## config.mk

```make
export PLATFORM = sky130hd
export DESIGN_NAME = data_memory_param
export DESIGN_NICKNAME = d
export VERILOG_FILES = /design/src/rtl/data_memory_pkg.sv /design/src/rtl/mem_clear_sweeper.sv /design/src/rtl/data_memory_param.sv
export SDC_FILE = /design/constraint.sdc
export NUM_CORES = 2
export LEC_CHECK = 0
export ABC_AREA = 1
export BUFFER_PORTS_ARGS = -buffer_cell sky130_fd_sc_hd__clkbuf_2
export CAP_MARGIN = 30
export CORE_ASPECT_RATIO = 1.25
export CORE_MARGIN = 2
export CORE_UTILIZATION = 42
export CTS_BUF_LIST = sky130_fd_sc_hd__clkbuf_8
export CTS_CLUSTER_SIZE = 16
export DETAILED_ROUTE_END_ITERATION = 10
export MAX_ROUTING_LAYER = met4
export SLEW_MARGIN = 20
export SYNTH_ARGS = -nofsm -noshare
export SYNTH_HDL_FRONTEND = slang
export SYNTH_HIERARCHICAL = 1
export SYNTH_SLANG_ARGS = --single-unit
```

## constraint.sdc

```tcl
create_clock -name clk -period 5.94 [get_ports clk]
set_clock_uncertainty 0.1 [all_clocks]
set_input_delay 1.188 -clock clk [delete_from_list [all_inputs] [get_ports clk]]
set_output_delay 1.188 -clock clk [all_outputs]
set_load 0.02 [all_outputs]
```

## src/rtl/data_memory_pkg.sv

```systemverilog
// Shared types and sizing helpers for the parametrised data memory.
package data_memory_pkg;

  typedef enum logic {
    ST_CLEAR = 1'b0,
    ST_IDLE  = 1'b1
  } mem_state_t;

  function automatic int lane_count(input int data_width, input int lane_width);
    return data_width / lane_width;
  endfunction

  // Word index width; a single-word memory still needs one bit to index it.
  function automatic int index_width(input int depth);
    return (depth > 1) ? $clog2(depth) : 1;
  endfunction

endpackage

```

## src/rtl/mem_clear_sweeper.sv

```systemverilog
// Clear/idle controller: owns the sweep pointer, ready, addr_error and the array write-port mux.
module mem_clear_sweeper
  import data_memory_pkg::*;
#(
  parameter int DATA_WIDTH = 8,
  parameter int LANES      = 1,
  parameter int DEPTH      = 256,
  parameter int IDX_W      = 8
) (
  input  logic                  clk,
  input  logic                  reset,
  input  logic                  clear,
  input  logic                  write_enable,
  input  logic                  addr_ok,
  input  logic [LANES-1:0]      write_mask,
  input  logic [IDX_W-1:0]      index,
  input  logic [DATA_WIDTH-1:0] data_in,
  output logic                  wr_en,
  output logic [IDX_W-1:0]      wr_idx,
  output logic [DATA_WIDTH-1:0] wr_data,
  output logic [LANES-1:0]      wr_lanes,
  output logic                  ready,
  output logic                  addr_error
);

  localparam logic [IDX_W-1:0] LAST = IDX_W'(DEPTH - 1);

  mem_state_t       state;
  logic [IDX_W-1:0] ptr;

  always_ff @(posedge clk or posedge reset) begin
    if (reset) begin
      state      <= ST_CLEAR;
      ptr        <= '0;
      ready      <= 1'b0;
      addr_error <= 1'b0;
    end else begin
      addr_error <= 1'b0;
      case (state)
        ST_CLEAR: begin
          if (ptr == LAST) begin
            state <= ST_IDLE;
            ptr   <= '0;
            ready <= 1'b1;
          end else begin
            ptr <= ptr + 1'b1;
          end
        end
        ST_IDLE: begin
          // clear wins over a same-cycle write, which is then dropped silently
          if (clear) begin
            state <= ST_CLEAR;
            ready <= 1'b0;
          end else if (write_enable && !addr_ok) begin
            addr_error <= 1'b1;
          end
        end
        default: begin
          state <= ST_CLEAR;
          ready <= 1'b0;
        end
      endcase
    end
  end

  // Sweep zero-write takes the port while clearing; otherwise the masked user write.
  always_comb begin
    wr_en    = 1'b0;
    wr_idx   = index;
    wr_data  = data_in;
    wr_lanes = write_mask;
    if (state == ST_CLEAR) begin
      wr_en    = 1'b1;
      wr_idx   = ptr;
      wr_data  = '0;
      wr_lanes = '1;
    end else begin
      wr_en = write_enable && addr_ok && !clear;
    end
  end

endmodule

```

## src/rtl/data_memory_param.sv

```systemverilog
// Parametrised lane-masked data memory with swept clear and optional registered read.
module data_memory_param
  import data_memory_pkg::*;
#(
  parameter int DATA_WIDTH   = 8,
  parameter int LANE_WIDTH   = 8,
  parameter int ADDR_WIDTH   = 8,
  parameter int DEPTH        = 256,
  parameter int READ_LATENCY = 0
) (
  input  logic                                         clk,
  input  logic                                         reset,
  input  logic                                         clear,
  input  logic                                         write_enable,
  input  logic [lane_count(DATA_WIDTH, LANE_WIDTH)-1:0] write_mask,
  input  logic [ADDR_WIDTH-1:0]                        address,
  input  logic [DATA_WIDTH-1:0]                        data_in,
  output logic [DATA_WIDTH-1:0]                        data_out,
  output logic                                         ready,
  output logic                                         addr_error
);

  localparam int LANES = lane_count(DATA_WIDTH, LANE_WIDTH);
  localparam int IDX_W = index_width(DEPTH);

  logic                  addr_ok;
  logic [IDX_W-1:0]      rd_idx;
  logic                  wr_en;
  logic [IDX_W-1:0]      wr_idx;
  logic [DATA_WIDTH-1:0] wr_data;
  logic [LANES-1:0]      wr_lanes;
  logic [DATA_WIDTH-1:0] mem [DEPTH];

  // One extra compare bit so DEPTH == 2**ADDR_WIDTH is representable.
  assign addr_ok = ({1'b0, address} < (ADDR_WIDTH + 1)'(DEPTH));
  assign rd_idx  = address[IDX_W-1:0];

  mem_clear_sweeper #(
    .DATA_WIDTH(DATA_WIDTH),
    .LANES     (LANES),
    .DEPTH     (DEPTH),
    .IDX_W     (IDX_W)
  ) u_sweeper (
    .clk         (clk),
    .reset       (reset),
    .clear       (clear),
    .write_enable(write_enable),
    .addr_ok     (addr_ok),
    .write_mask  (write_mask),
    .index       (rd_idx),
    .data_in     (data_in),
    .wr_en       (wr_en),
    .wr_idx      (wr_idx),
    .wr_data     (wr_data),
    .wr_lanes    (wr_lanes),
    .ready       (ready),
    .addr_error  (addr_error)
  );

  always_ff @(posedge clk) begin
    if (wr_en) begin
      for (int i = 0; i < LANES; i++) begin
        if (wr_lanes[i]) begin
          mem[wr_idx][i*LANE_WIDTH +: LANE_WIDTH] <= wr_data[i*LANE_WIDTH +: LANE_WIDTH];
        end
      end
    end
  end

  if (READ_LATENCY == 1) begin : g_reg_read
    logic [DATA_WIDTH-1:0] rd_data_p1;

    // ready mirrors ST_IDLE, so it gates the read-before-write sample.
    always_ff @(posedge clk or posedge reset) begin
      if (reset) begin
        rd_data_p1 <= '0;
      end else begin
        rd_data_p1 <= (ready && addr_ok) ? mem[rd_idx] : '0;
      end
    end

    assign data_out = rd_data_p1;
  end else begin : g_comb_read
    assign data_out = (ready && addr_ok) ? mem[rd_idx] : '0;
  end

endmodule

```

==> report_table.html <==
<table>
<tr><th>Metric</th><th>Value</th></tr>
<tr><th colspan="2">Timing</th></tr>
<tr><td>Relative slew margins</td><td>0.297</td></tr>
<tr><td>RSZ-0062 raised after global routing</td><td>false</td></tr>
<tr><td>Worst-Margin Slew</td><td>~1100 ps</td></tr>
<tr><td>Minimum period implied by the final worst setup slack</td><td>roughly 5500 ps</td></tr>
<tr><td>Max-slew violation count</td><td>0</td></tr>
<tr><td>Setup violation total in the final timing report</td><td>0</td></tr>
<tr><td>Maximum operating frequency</td><td>~180 MHz</td></tr>
<tr><td>Final number of hold-violating endpoints</td><td>0</td></tr>
<tr><td>Post-route fraction of the period consumed by the critical path</td><td>0.932</td></tr>
<tr><td>Total negative slack</td><td>0 ps</td></tr>
<tr><th colspan="2">Setup path</th></tr>
<tr><td>CP bufs+invs</td><td>3</td></tr>
<tr><td>R2R Path Start</td><td>u_sweeper/state</td></tr>
<tr><td>Crit path DAT</td><td>between 4000 and 5000 ps</td></tr>
<tr><td>Critical path origin</td><td>address[0]</td></tr>
<tr><td>Most Frequent Cell on Critical Path</td><td>nand3_1</td></tr>
<tr><td>Cell chain of the critical path</td><td>buf_8 -&gt; buf_12 -&gt; nand2_1 -&gt; nand3_1 -&gt; nand3_1 -&gt; nand3_1 -&gt; nand3_1 -&gt; nand3_1 -&gt; nand3_1 -&gt; nand3_1 -&gt; nand2_1 -&gt; nor2_1 -&gt; clkbuf_2</td></tr>
<tr><td>Largest fanout on the critical path</td><td>roughly 110</td></tr>
<tr><td>Setup crit end kind</td><td>output port</td></tr>
<tr><td>Worst reg2reg endpoint</td><td>mem[245][1]</td></tr>
<tr><td>Data required, critical path</td><td>approximately 4700 ps</td></tr>
<tr><td>Type of the setup path with the least slack</td><td>input pin to output port</td></tr>
<tr><td>Top delay family on crit path</td><td>simple AND/OR/NAND/NOR gates</td></tr>
<tr><td>Worst Reg2Reg Path Length in Cells</td><td>8</td></tr>
<tr><td>Worst-path cell with the longest stage delay</td><td>buf_12</td></tr>
<tr><td>Startpoint Class</td><td>input pin</td></tr>
<tr><td>Stage delay of the slowest cell on the critical path</td><td>410 ps</td></tr>
<tr><td>Register-to-register setup slack</td><td>between 1500 and 2000 ps</td></tr>
<tr><th colspan="2">Route</th></tr>
<tr><td>Remaining number of nets flagged by the antenna check after routing</td><td>0</td></tr>
<tr><td>DR vias/cell</td><td>5.53</td></tr>
<tr><td>Post-route DRC</td><td>0</td></tr>
<tr><td>Wire length reported by the detailed router</td><td>about 240,000 µm</td></tr>
<tr><td>Routed vias</td><td>between 50,000 and 60,000</td></tr>
<tr><td>Iteration count of the initial detailed-routing pass</td><td>5</td></tr>
<tr><td>Wire per inst</td><td>23.8 µm</td></tr>
<tr><td>Number of violations reported at the end of detailed-routing iteration 0</td><td>around 6,300</td></tr>
<tr><th colspan="2">Worst hold path</th></tr>
<tr><td>Cell count of the worst hold path</td><td>2</td></tr>
<tr><td>Min-Delay Startpoint</td><td>clear</td></tr>
<tr><td>Destination of the worst hold path</td><td>u_sweeper/state</td></tr>
<tr><td>Type of the most critical hold path</td><td>input pin to register</td></tr>
<tr><th colspan="2">Clock network</th></tr>
<tr><td>Number of buffers between clock root and the deepest sink</td><td>4</td></tr>
<tr><td>Sink count of the clock tree</td><td>about 2,000</td></tr>
<tr><td>Clock tree from TritonCTS</td><td>built</td></tr>
<tr><td>Clk_lat worst skew</td><td>roughly 1100 ps</td></tr>
<tr><td>Root buf cell</td><td>clkbuf_8</td></tr>
<tr><td>H-tree depth</td><td>5</td></tr>
<tr><td>Number of buffers inserted to repair setup after CTS</td><td>0</td></tr>
<tr><td>Clock slew seen by the registers of the worst setup and hold paths</td><td>70 ps</td></tr>
<tr><td>TritonCTS Buffers</td><td>~340</td></tr>
<tr><th colspan="2">Floorplanning</th></tr>
<tr><td>Core ar.</td><td>199,000 µm²</td></tr>
<tr><td>Die Span Y</td><td>~500 µm</td></tr>
<tr><td>Number of standard-cell rows in the floorplan</td><td>roughly 180</td></tr>
<tr><td>I/O pin count</td><td>31</td></tr>
<tr><td>DIE WIDTH</td><td>roughly 400 µm</td></tr>
<tr><td>Starting utilization of the core area</td><td>0.423</td></tr>
<tr><td>Full die area</td><td>204,000 µm²</td></tr>
<tr><th colspan="2">Synth</th></tr>
<tr><td>Register bit total from synthesis</td><td>2,059</td></tr>
<tr><td>Synth Instances</td><td>between 7,000 and 8,000</td></tr>
<tr><td>Mean Syn Cell Area</td><td>11.8 µm²</td></tr>
<tr><td>Fraction of the yosys area taken by sequential cells</td><td>0.734</td></tr>
<tr><td>Top-area cell type share of the netlist area</td><td>0.731</td></tr>
<tr><td>Most area-consuming cells after synthesis</td><td>edfxtp_1 (73%), nand3_1 (12%), nand2_1 (9.5%), nor2_1 (1.7%), buf_2 (1.5%)</td></tr>
<tr><td>Yosys top cell by area</td><td>edfxtp_1</td></tr>
<tr><td>Netlist area before placement</td><td>about 84,000 µm²</td></tr>
<tr><td>Count of unique library cells instantiated by Yosys</td><td>28</td></tr>
<tr><td>Number of warnings reported in the yosys synthesis log</td><td>6</td></tr>
<tr><th colspan="2">Placed design</th></tr>
<tr><td># placed instances</td><td>9,435</td></tr>
<tr><td>Final estimated routing congestion in global placement</td><td>between 0.8 and 0.9</td></tr>
<tr><td>Count of port buffers added during placement</td><td>30</td></tr>
<tr><td>Half-perimeter wire length after detailed placement</td><td>136,000 µm</td></tr>
<tr><th colspan="2">Finish</th></tr>
<tr><td>Commonest non-fill, non-tap cells in the layout</td><td>nand2_1 (2,127), edfxtp_1 (2,048), nand3_1 (1,936)</td></tr>
<tr><td>Nets</td><td>approximately 7,200</td></tr>
<tr><td>Number of fill cells</td><td>17,800</td></tr>
<tr><td>Final Non-Filler Cells</td><td>10,000</td></tr>
<tr><td>Sequential cell area</td><td>between 60,000 and 70,000 µm²</td></tr>
<tr><td>Most common cell after layout, fill and taps aside</td><td>nand2_1</td></tr>
<tr><td>Combined area of the multi-input logic cells</td><td>19,600 µm²</td></tr>
<tr><td>Fraction of layout instances using a drive strength above 1</td><td>0.0837</td></tr>
<tr><td>Area added between synthesis and finish</td><td>10.4%</td></tr>
<tr><th colspan="2">Power</th></tr>
<tr><td>Peak ir drop on the vdd network</td><td>roughly 0.24 mV</td></tr>
<tr><td>Clock power share</td><td>0.372</td></tr>
<tr><td>Sequential fraction of design power</td><td>0.538</td></tr>
<tr><td>Switching power summed over all nets</td><td>~0.0077 W</td></tr>
<tr><td>Leakage power summed over all cells</td><td>roughly 33 nW</td></tr>
<tr><td>Internal power</td><td>between 0.02 and 0.025 W</td></tr>
<tr><td>Switching share of power</td><td>0.256</td></tr>
<tr><td>Proportion of power drawn by combinational gates</td><td>0.089</td></tr>
<tr><td>Cell Pwr Density</td><td>322 nW/µm²</td></tr>
<tr><th colspan="2">Status</th></tr>
<tr><td>Result of the run</td><td>completed</td></tr>
<tr><th colspan="2">GRT</th></tr>
<tr><td>Via count of the first global-routing pass</td><td>roughly 54,000</td></tr>
<tr><td>Gr usage total</td><td>0.237</td></tr>
<tr><td>Total global routing overflow</td><td>0</td></tr>
<tr><td>Largest net degree at the start of global routing</td><td>about 140</td></tr>
<tr><td>Antenna violations before repair</td><td>7</td></tr>
<tr><td>Global-route wire length before repair</td><td>~350,000 µm</td></tr>
<tr><th colspan="2">Job</th></tr>
<tr><td># Max-Cap Violations</td><td>0</td></tr>
</table>
## routing by layer
layer | GRT usage | vias to the layer above | part of all wire
li1 | - | 25400 | -
met1 | 0.297 | 27100 | 0.39
met4 | 0.102 | 0 | 0.043
met3 | 0.0370 | 499 | 0.080
met2 | 0.382 | 2461 | 0.49
met5 | - | - | 0
## power groups by stage
stage                     Combinational (W)  Clock [W]  Sequential [W]
after floorplan                     0.00148          0          0.0164
after global placement              0.00260          0          0.0164
after detailed placement            0.00264          0          0.0164
after CTS                           0.00264     0.0113          0.0161
after global routing                0.00282     0.0119          0.0161
final                               0.00268     0.0111          0.0161
## Yosys cell counts
library cell	count
ha_1	1
nand2_2	1
xor2_1	1
nor4_2	1
nor2_1	370
nand2_1	2128
buf_6	23
nand4_1	1
buf_8	3
or2_2	1
a21oi_1	18
edfxtp_1	2048
nor2_4	1
o21ai_0	40
xnor2_1	1
nand3_1	1936
inv_1	55
conb_1	1
nor2_2	1
inv_4	2
nand3_2	1
buf_1	20
dfrtp_1	11
buf_4	66
inv_2	2
clkbuf_1	127
o22ai_1	16
buf_2	250
## logic make-up (layout without fill, tap and decap cells)
logic type	Yosys count	in the layout	share of synthesized area
fa+ha+maj	1	1	0.000149
xor+xnor	2	2	0.000208
compound gates	74	74	0.00464
simple gates	4441	4441	0.227
flops	2059	2059	0.734
other cells	1	13	0.0000446
buf+inv	548	839	0.0336
## through the flow
stage / hold slack, ps / util / setup slack [ps] / total power (W) / area [µm²]
2_1_floorplan: 362 / - / 1090 / 0.0179 / 84200
3_3_place_gp: 383 / 0.437 / 427 / 0.0190 / 87000
3_5_place_dp: 405 / 0.437 / 454 / 0.0191 / 87000
4_1_cts: 190 / 0.467 / 461 / 0.0301 / 92900
5_1_grt: 252 / 0.467 / 324 / 0.0309 / 92900
6_report: 273 / 0.467 / 406 / 0.0299 / 92900
## flip-flops by register name (all words and copies together), names as in the netlist
name                  cells
mem                    2048
u_sweeper/addr_error      1
u_sweeper/ptr             8
u_sweeper/ready           1
u_sweeper/state           1
## repair_timing
action                    in CTS  in global routing
hold endpoints to repair       8                  0
hold buffers                   1                  0
gates resized for setup        0                  0
## worst max path at each step
stage,end,slack [ps],cells past startpoint
floorplan,mem[0][0],1090,2
global placement,data_out[0],430,13
detailed placement,data_out[0],450,13
CTS,data_out[0],460,13
global route,data_out[0],320,13
finish,data_out[0],410,13
## area by class of cell
type	count	share of cell area
inverters	59	0.00342
well taps	2590	0.0349
flip-flops and latches	2059	0.665
multi-input cells	4520	0.210
repair buffers	208	0.0233
diodes	11	0.000296
clock inverters	228	0.0120
clock buffers	344	0.0509
No activity file was read; power rests on OpenSTA's default activity.
